--- config.mk ---
export PLATFORM = sky130hd
export DESIGN_NAME = huffman_block_scheduler
export DESIGN_NICKNAME = d
export VERILOG_FILES = /design/src/rtl/huffman_block_scheduler_pkg.sv /design/src/rtl/huffman_block_scheduler.sv
export SDC_FILE = /design/constraint.sdc
export NUM_CORES = 1
export LEC_CHECK = 0
export CAP_MARGIN = 20
export CORE_MARGIN = 10
export CORE_UTILIZATION = 33
export DETAILED_ROUTE_END_ITERATION = 12
export GPL_ROUTABILITY_DRIVEN = 0
export GPL_TIMING_DRIVEN = 0
export SETUP_SLACK_MARGIN = 0.1
export SLEW_MARGIN = 20
export SYNTH_ARGS = -nofsm -noshare
export SYNTH_HDL_FRONTEND = slang
export SYNTH_SLANG_ARGS = --single-unit
--- constraint.sdc ---
create_clock -name clk -period 4.4 [get_ports clk]
set_input_delay 0.66 -clock clk [delete_from_list [all_inputs] [get_ports clk]]
set_output_delay 0.66 -clock clk [all_outputs]
set_load 0.005 [all_outputs]
--- src/rtl/huffman_block_scheduler_pkg.sv ---
// Record type shared by the RLE stages, the block scheduler and the Huffman encoder.
package huffman_block_scheduler_pkg;

  localparam int unsigned RUN_W  = 4;
  localparam int unsigned SIZE_W = 4;
  localparam int unsigned AMP_W  = 12;

  // One run-length record; valid is the stream strobe, done marks the last record of a block.
  typedef struct packed {
    logic              valid;
    logic              done;
    logic              isDC;
    logic [RUN_W-1:0]  run;
    logic [SIZE_W-1:0] size;
    logic [AMP_W-1:0]  amp;
  } tempCode_t;

endpackage

--- src/rtl/huffman_block_scheduler.sv ---
// Arbitrates Y/Cb/Cr record streams onto one Huffman datapath in MCU block order.
module huffman_block_scheduler
  import huffman_block_scheduler_pkg::*;
#(
  parameter int unsigned Y_BLOCKS = 4,
  parameter int unsigned C_BLOCKS = 1,
  parameter int unsigned MCU_W    = 16
) (
  input  logic             clk,
  input  logic             rst_n,
  input  logic             start,
  input  logic [MCU_W-1:0] mcu_total,
  input  tempCode_t        in_code [0:2],
  output logic [2:0]       in_ready,
  output tempCode_t        out_code,
  output logic [1:0]       out_comp,
  input  logic             out_ready,
  output logic             busy,
  output logic             frame_done,
  output logic             seq_err
);

  localparam int unsigned BLK_MAX = (Y_BLOCKS > C_BLOCKS) ? Y_BLOCKS : C_BLOCKS;
  localparam int unsigned BLK_W   = $clog2(BLK_MAX + 1);
  localparam logic [BLK_W-1:0] Y_LAST = BLK_W'(Y_BLOCKS - 1);
  localparam logic [BLK_W-1:0] C_LAST = BLK_W'(C_BLOCKS - 1);

  typedef enum logic [2:0] {
    S_IDLE,
    S_Y,
    S_CB,
    S_CR,
    S_FLUSH
  } state_e;

  state_e           state_q, state_d;
  logic [BLK_W-1:0] blk_cnt_q, blk_cnt_d;
  logic [MCU_W-1:0] mcu_cnt_q, mcu_cnt_d;
  logic [MCU_W-1:0] mcu_total_q, mcu_total_d;
  tempCode_t        out_code_q, out_code_d;
  logic [1:0]       out_comp_q, out_comp_d;
  logic             busy_q, busy_d;
  logic             frame_done_q, frame_done_d;
  logic             seq_err_q, seq_err_d;
  logic             first_q, first_d;

  logic             granted_c;
  logic [1:0]       grant_c;
  tempCode_t        sel_code_c;
  logic             out_free_c;
  logic             xfer_c;
  logic             blk_last_c;

  // Select the granted stream from the current phase.
  always_comb begin
    granted_c  = 1'b0;
    grant_c    = 2'd0;
    sel_code_c = in_code[0];
    blk_last_c = (blk_cnt_q == C_LAST);
    case (state_q)
      S_Y: begin
        granted_c  = 1'b1;
        grant_c    = 2'd0;
        sel_code_c = in_code[0];
        blk_last_c = (blk_cnt_q == Y_LAST);
      end
      S_CB: begin
        granted_c  = 1'b1;
        grant_c    = 2'd1;
        sel_code_c = in_code[1];
      end
      S_CR: begin
        granted_c  = 1'b1;
        grant_c    = 2'd2;
        sel_code_c = in_code[2];
      end
      default: ;
    endcase
  end

  assign out_free_c = !out_code_q.valid || out_ready;
  assign xfer_c     = granted_c && out_free_c && sel_code_c.valid;
  assign in_ready   = (granted_c && out_free_c) ? 3'(3'b001 << grant_c) : 3'b000;

  // Next-state, counters, output register and DC/AC ordering check.
  always_comb begin
    state_d      = state_q;
    blk_cnt_d    = blk_cnt_q;
    mcu_cnt_d    = mcu_cnt_q;
    mcu_total_d  = mcu_total_q;
    out_code_d   = out_code_q;
    out_comp_d   = out_comp_q;
    busy_d       = busy_q;
    frame_done_d = 1'b0;
    seq_err_d    = seq_err_q;
    first_d      = first_q;

    if (xfer_c) begin
      out_code_d = sel_code_c;
      out_comp_d = grant_c;
      // A block must open with exactly one DC record.
      if (first_q != sel_code_c.isDC) seq_err_d = 1'b1;
      first_d = sel_code_c.done;
    end else if (out_ready) begin
      out_code_d.valid = 1'b0;
    end

    case (state_q)
      S_IDLE: begin
        if (start) begin
          mcu_total_d = mcu_total;
          seq_err_d   = 1'b0;
          busy_d      = 1'b1;
          blk_cnt_d   = '0;
          mcu_cnt_d   = '0;
          first_d     = 1'b1;
          state_d     = (mcu_total == '0) ? S_FLUSH : S_Y;
        end
      end
      S_Y, S_CB, S_CR: begin
        if (xfer_c && sel_code_c.done) begin
          if (blk_last_c) begin
            blk_cnt_d = '0;
            case (state_q)
              S_Y:  state_d = S_CB;
              S_CB: state_d = S_CR;
              default: begin
                mcu_cnt_d = mcu_cnt_q + 1'b1;
                state_d   = (mcu_cnt_d == mcu_total_q) ? S_FLUSH : S_Y;
              end
            endcase
          end else begin
            blk_cnt_d = blk_cnt_q + 1'b1;
          end
        end
      end
      S_FLUSH: begin
        // Finish once the last record has left the output register.
        if (out_free_c) begin
          frame_done_d = 1'b1;
          busy_d       = 1'b0;
          state_d      = S_IDLE;
        end
      end
      default: state_d = S_IDLE;
    endcase
  end

  // State and datapath registers.
  always_ff @(posedge clk or negedge rst_n) begin
    if (!rst_n) begin
      state_q      <= S_IDLE;
      blk_cnt_q    <= '0;
      mcu_cnt_q    <= '0;
      mcu_total_q  <= '0;
      out_code_q   <= '0;
      out_comp_q   <= 2'd0;
      busy_q       <= 1'b0;
      frame_done_q <= 1'b0;
      seq_err_q    <= 1'b0;
      first_q      <= 1'b1;
    end else begin
      state_q      <= state_d;
      blk_cnt_q    <= blk_cnt_d;
      mcu_cnt_q    <= mcu_cnt_d;
      mcu_total_q  <= mcu_total_d;
      out_code_q   <= out_code_d;
      out_comp_q   <= out_comp_d;
      busy_q       <= busy_d;
      frame_done_q <= frame_done_d;
      seq_err_q    <= seq_err_d;
      first_q      <= first_d;
    end
  end

  assign out_code   = out_code_q;
  assign out_comp   = out_comp_q;
  assign busy       = busy_q;
  assign frame_done = frame_done_q;
  assign seq_err    = seq_err_q;

endmodule

==> flow_metrics.py <==
metrics = {
    "status": {
        "outcome": "finished clean",
    },
    "sta": {
        "fin_worst_skew_ps": 6.454,
        "grt_setup_unrepaired": "false",
        "report.final.slew_viol_count": 0,
        "setup-violations-final": 0,
        "min_period_ps": 3038,
        "clock.fmax_ghz": 0.3292,
        "final_min_period_over_clock_period": 0.6904,
        "tightestPinTransition_ps": 770.0,
        "timing_hold_violations_final": 0,
        "max-slew-margin-rel": 0.4848,
        "fin_setup_tns_ps": 0,
    },
    "die": {
        "core_area_um2": 11420,
        "dieArea_um2": 16440,
        "die-width_um": 128.2,
        "effective_utilization_at_floorplan": 0.3384,
        "ioPinCount": 120,
        "rows": 39,
        "fp.dieH_um": 128.2,
    },
    "clock_tree": {
        "cts_hold_repair.buffers": 0,
        "tritoncts.num_buffers": 9,
        "clkLatencyLatePin_ps": 330,
        "cts.repair.resized": 0,
        "post-cts-setup-buffer-count": 0,
        "cts_root_buf": "sky130_fd_sc_hd__clkbuf_16",
        "cts-root-to-sink-buffers": 2,
        "htree_num_levels": 3,
        "cts.clk_slew.worst_paths_ps": 60,
        "tritoncts": "yes",
        "numClockSinks": 67,
    },
    "route": {
        "drt-initial-drc-count": 224,
        "met2WireLength_um": 5482,
        "met3_wl_post_dr_um": 1484,
        "routed.top_layer": "met4",
        "vias": 3562,
        "routed_metal_1_wirelength_um": 5092,
        "average_routed_wire_per_standard_cell_um": 17.36,
        "route.detailed.vias_per_inst": 5.067,
        "residual_drc": 0,
        "detail-route-antenna-nets": 0,
        "drt-pass1-iter-count": 4,
        "routed_wirelength_um": 12210,
    },
    "min_path": {
        "hold_path.class": "primary input to asynchronous set/reset pin",
    },
    "pwr": {
        "total_leakage_power_uw": 0.002308,
        "irDropWorstVdd_uv": 286.1,
        "cellPowerDensity_nw_per_um2": 591.5,
    },
    "critical_path": {
        "worstReg2RegEnd": "mcu_total_q[15]",
        "cp-end-kind": "register",
        "critical_path_class": "register to register",
        "critical_path.max_fanout": 10,
        "reg2reg_depth": 6,
        "setup.worst_path.start": "state_q[0]",
        "critical_register_to_register_path_startpoint": "state_q[0]",
        "timing.reg2reg.setup_slack_ps": 1360,
        "startpoint_type": "register",
        "worst-endpoint-required_ps": 4610,
        "worstPathArrival_ps": 3250,
    },
    "synthesis": {
        "post_synth_main_area_contributors": "sky130_fd_sc_hd__dfrtp_1 (43%), sky130_fd_sc_hd__mux2i_1 (6.2%), sky130_fd_sc_hd__o21ai_0 (6.0%), sky130_fd_sc_hd__mux2_2 (5.8%), sky130_fd_sc_hd__nor2_1 (4.8%)",
        "post_synth_instance_area_um2": 3864,
        "ys_dominant_reg_cell": "sky130_fd_sc_hd__dfrtp_1",
        "synthesis.area_per_instance_um2": 9.113,
        "yosys_warnings": 0,
        "synth_top_cells_by_count": "sky130_fd_sc_hd__dfrtp_1 (66), sky130_fd_sc_hd__nor2_1 (49), sky130_fd_sc_hd__o21ai_0 (46), sky130_fd_sc_hd__nand2_1 (40), sky130_fd_sc_hd__a21oi_1 (27)",
        "post-synth-top-area-fraction": 0.4275,
        "ys_async_sr_fraction": 1.000,
        "synth.lib_cells_used.distinct": 45,
        "synth.ff_latch_count": 67,
        "synthDominantAreaCellType": "sky130_fd_sc_hd__dfrtp_1",
        "synth-edff-count": 0,
        "share_of_the_yosys_chip_area_belonging_to_registers": 0.4343,
        "synth_most_common_cell": "sky130_fd_sc_hd__dfrtp_1",
        "syn_inst": 424,
        "synthesis.nets": 517,
    },
    "placed_design": {
        "place.port_buffers": 119,
        "placedCellCount": 687,
        "dp_hpwl_um": 9607,
    },
    "grt": {
        "grt_pass1_vias": 3860,
        "grt_start_max_net_pins": 42,
        "global_route.usage.total": 0.1514,
        "grt.overflow.total": 0,
        "grt_pass1_wl_um": 19910,
        "antenna_violations_before_repair": 0,
    },
    "final_layout": {
        "antenna_cells": 0,
        "drive_above_1_share": 0.09286,
        "layout.cells.non_filler": 703,
        "layout-area-overhead-vs-synth_pct": 43.52,
        "nets": 648,
        "fill_cells": 1118,
        "post-route-util": 0.4856,
    },
    "flow_run": {
        "cap_violations": 0,
    },
}
critical path, cell delays in order (launching register included):
cell                      delay, ps
sky130_fd_sc_hd__dfrtp_1        410
sky130_fd_sc_hd__buf_6          170
sky130_fd_sc_hd__nor2_1         610
sky130_fd_sc_hd__nand2_1        340
sky130_fd_sc_hd__nor2_1         630
sky130_fd_sc_hd__buf_2          390
sky130_fd_sc_hd__mux2_2         370
final cells by class:
cell class | count | area, um2 | area share
plain buffers | 29 | 136.4 | 0.02459
clock buffers | 9 | 225.2 | 0.04061
clock inverters | 7 | 68.82 | 0.01241
inverters | 6 | 22.52 | 0.004061
multi-input cells | 322 | 2027 | 0.3655
flip-flops and latches | 67 | 1678 | 0.3026
well taps | 143 | 178.9 | 0.03227
repair buffers | 120 | 1209 | 0.2180
registers in the layout (all words and copies together) (netlist names):
name         count
blk_cnt_q        3
busy             1
first_q          1
frame_done       1
mcu_cnt_q       16
mcu_total_q     16
out_code        23
out_comp         2
seq_err          1
state_q          3
cell families after synthesis:
| logic type | count (synthesis) | share of synthesized area |
|---|---|---|
| mux | 45 | 0.1244 |
| simple gates | 143 | 0.1720 |
| fa+ha+maj | 4 | 0.01295 |
| compound gates | 105 | 0.1551 |
| xor+xnor | 25 | 0.06023 |
| flops | 67 | 0.4343 |
| buf+inv | 35 | 0.04112 |
report_power, final:
group          switching [uW]  total [uW]  internal [uW]
Clock                     271         707            436
Sequential                182        1040            861
Combinational             749        1530            781
Total                    1200        3280           2080
metal layers:
layer	vias up	GRT usage
met5	-	0
met4	0	0.04106
met3	9	0.09098
met2	135	0.2387
met1	1661	0.1687
li1	1757	-
stage by stage:
stage                     power [uW]  hold WS [ps]  worst slack, ps  instance area, um2
after CTS                       3311         247.5             1342                5545
after global placement          2560         456.1            329.7                5234
final                           3280         240.7             1362                5545
after global routing            3553         251.0             1051                5545
after detailed placement        2589         462.4             1342                5251
after floorplan                 1946         364.4             2137                3864
layout by cell type, fill, tap and decap left out, types with 2 or more instances in the layout:
cell type	netlist	layout
sky130_fd_sc_hd__a21o_1	3	3
sky130_fd_sc_hd__a21oi_1	27	27
sky130_fd_sc_hd__a22oi_1	3	3
sky130_fd_sc_hd__and3_1	2	2
sky130_fd_sc_hd__buf_2	7	7
sky130_fd_sc_hd__buf_4	1	2
sky130_fd_sc_hd__buf_6	2	2
sky130_fd_sc_hd__clkbuf_1	18	18
sky130_fd_sc_hd__clkbuf_16	0	9
sky130_fd_sc_hd__clkdlybuf4s50_1	0	118
sky130_fd_sc_hd__clkinv_2	0	3
sky130_fd_sc_hd__clkinvlp_4	0	2
sky130_fd_sc_hd__dfrtp_1	66	66
sky130_fd_sc_hd__ha_1	4	4
sky130_fd_sc_hd__inv_1	5	5
sky130_fd_sc_hd__mux2_2	20	20
sky130_fd_sc_hd__mux2i_1	24	24
sky130_fd_sc_hd__nand2_1	40	40
sky130_fd_sc_hd__nand2b_1	11	11
sky130_fd_sc_hd__nand3_1	7	7
sky130_fd_sc_hd__nand4_1	6	6
sky130_fd_sc_hd__nor2_1	49	49
sky130_fd_sc_hd__nor2b_1	4	4
sky130_fd_sc_hd__nor3_1	5	5
sky130_fd_sc_hd__nor4_1	12	12
sky130_fd_sc_hd__o21ai_0	46	46
sky130_fd_sc_hd__o21ai_1	9	9
sky130_fd_sc_hd__o31ai_1	7	7
sky130_fd_sc_hd__o41ai_1	2	2
sky130_fd_sc_hd__or3_1	2	2
sky130_fd_sc_hd__or4_1	2	2
sky130_fd_sc_hd__xnor2_1	15	15
sky130_fd_sc_hd__xor2_1	9	9
how the worst max path moves through the flow:
stage,slack (ps),end
2_1_floorplan,2140,state_q[0]
3_3_place_gp,330,out_code[9]
3_5_place_dp,1340,mcu_total_q[15]
4_1_cts,1340,mcu_total_q[15]
5_1_grt,1050,mcu_total_q[11]
6_report,1360,mcu_total_q[15]
Note: power is estimated with default switching activity, not from simulation.
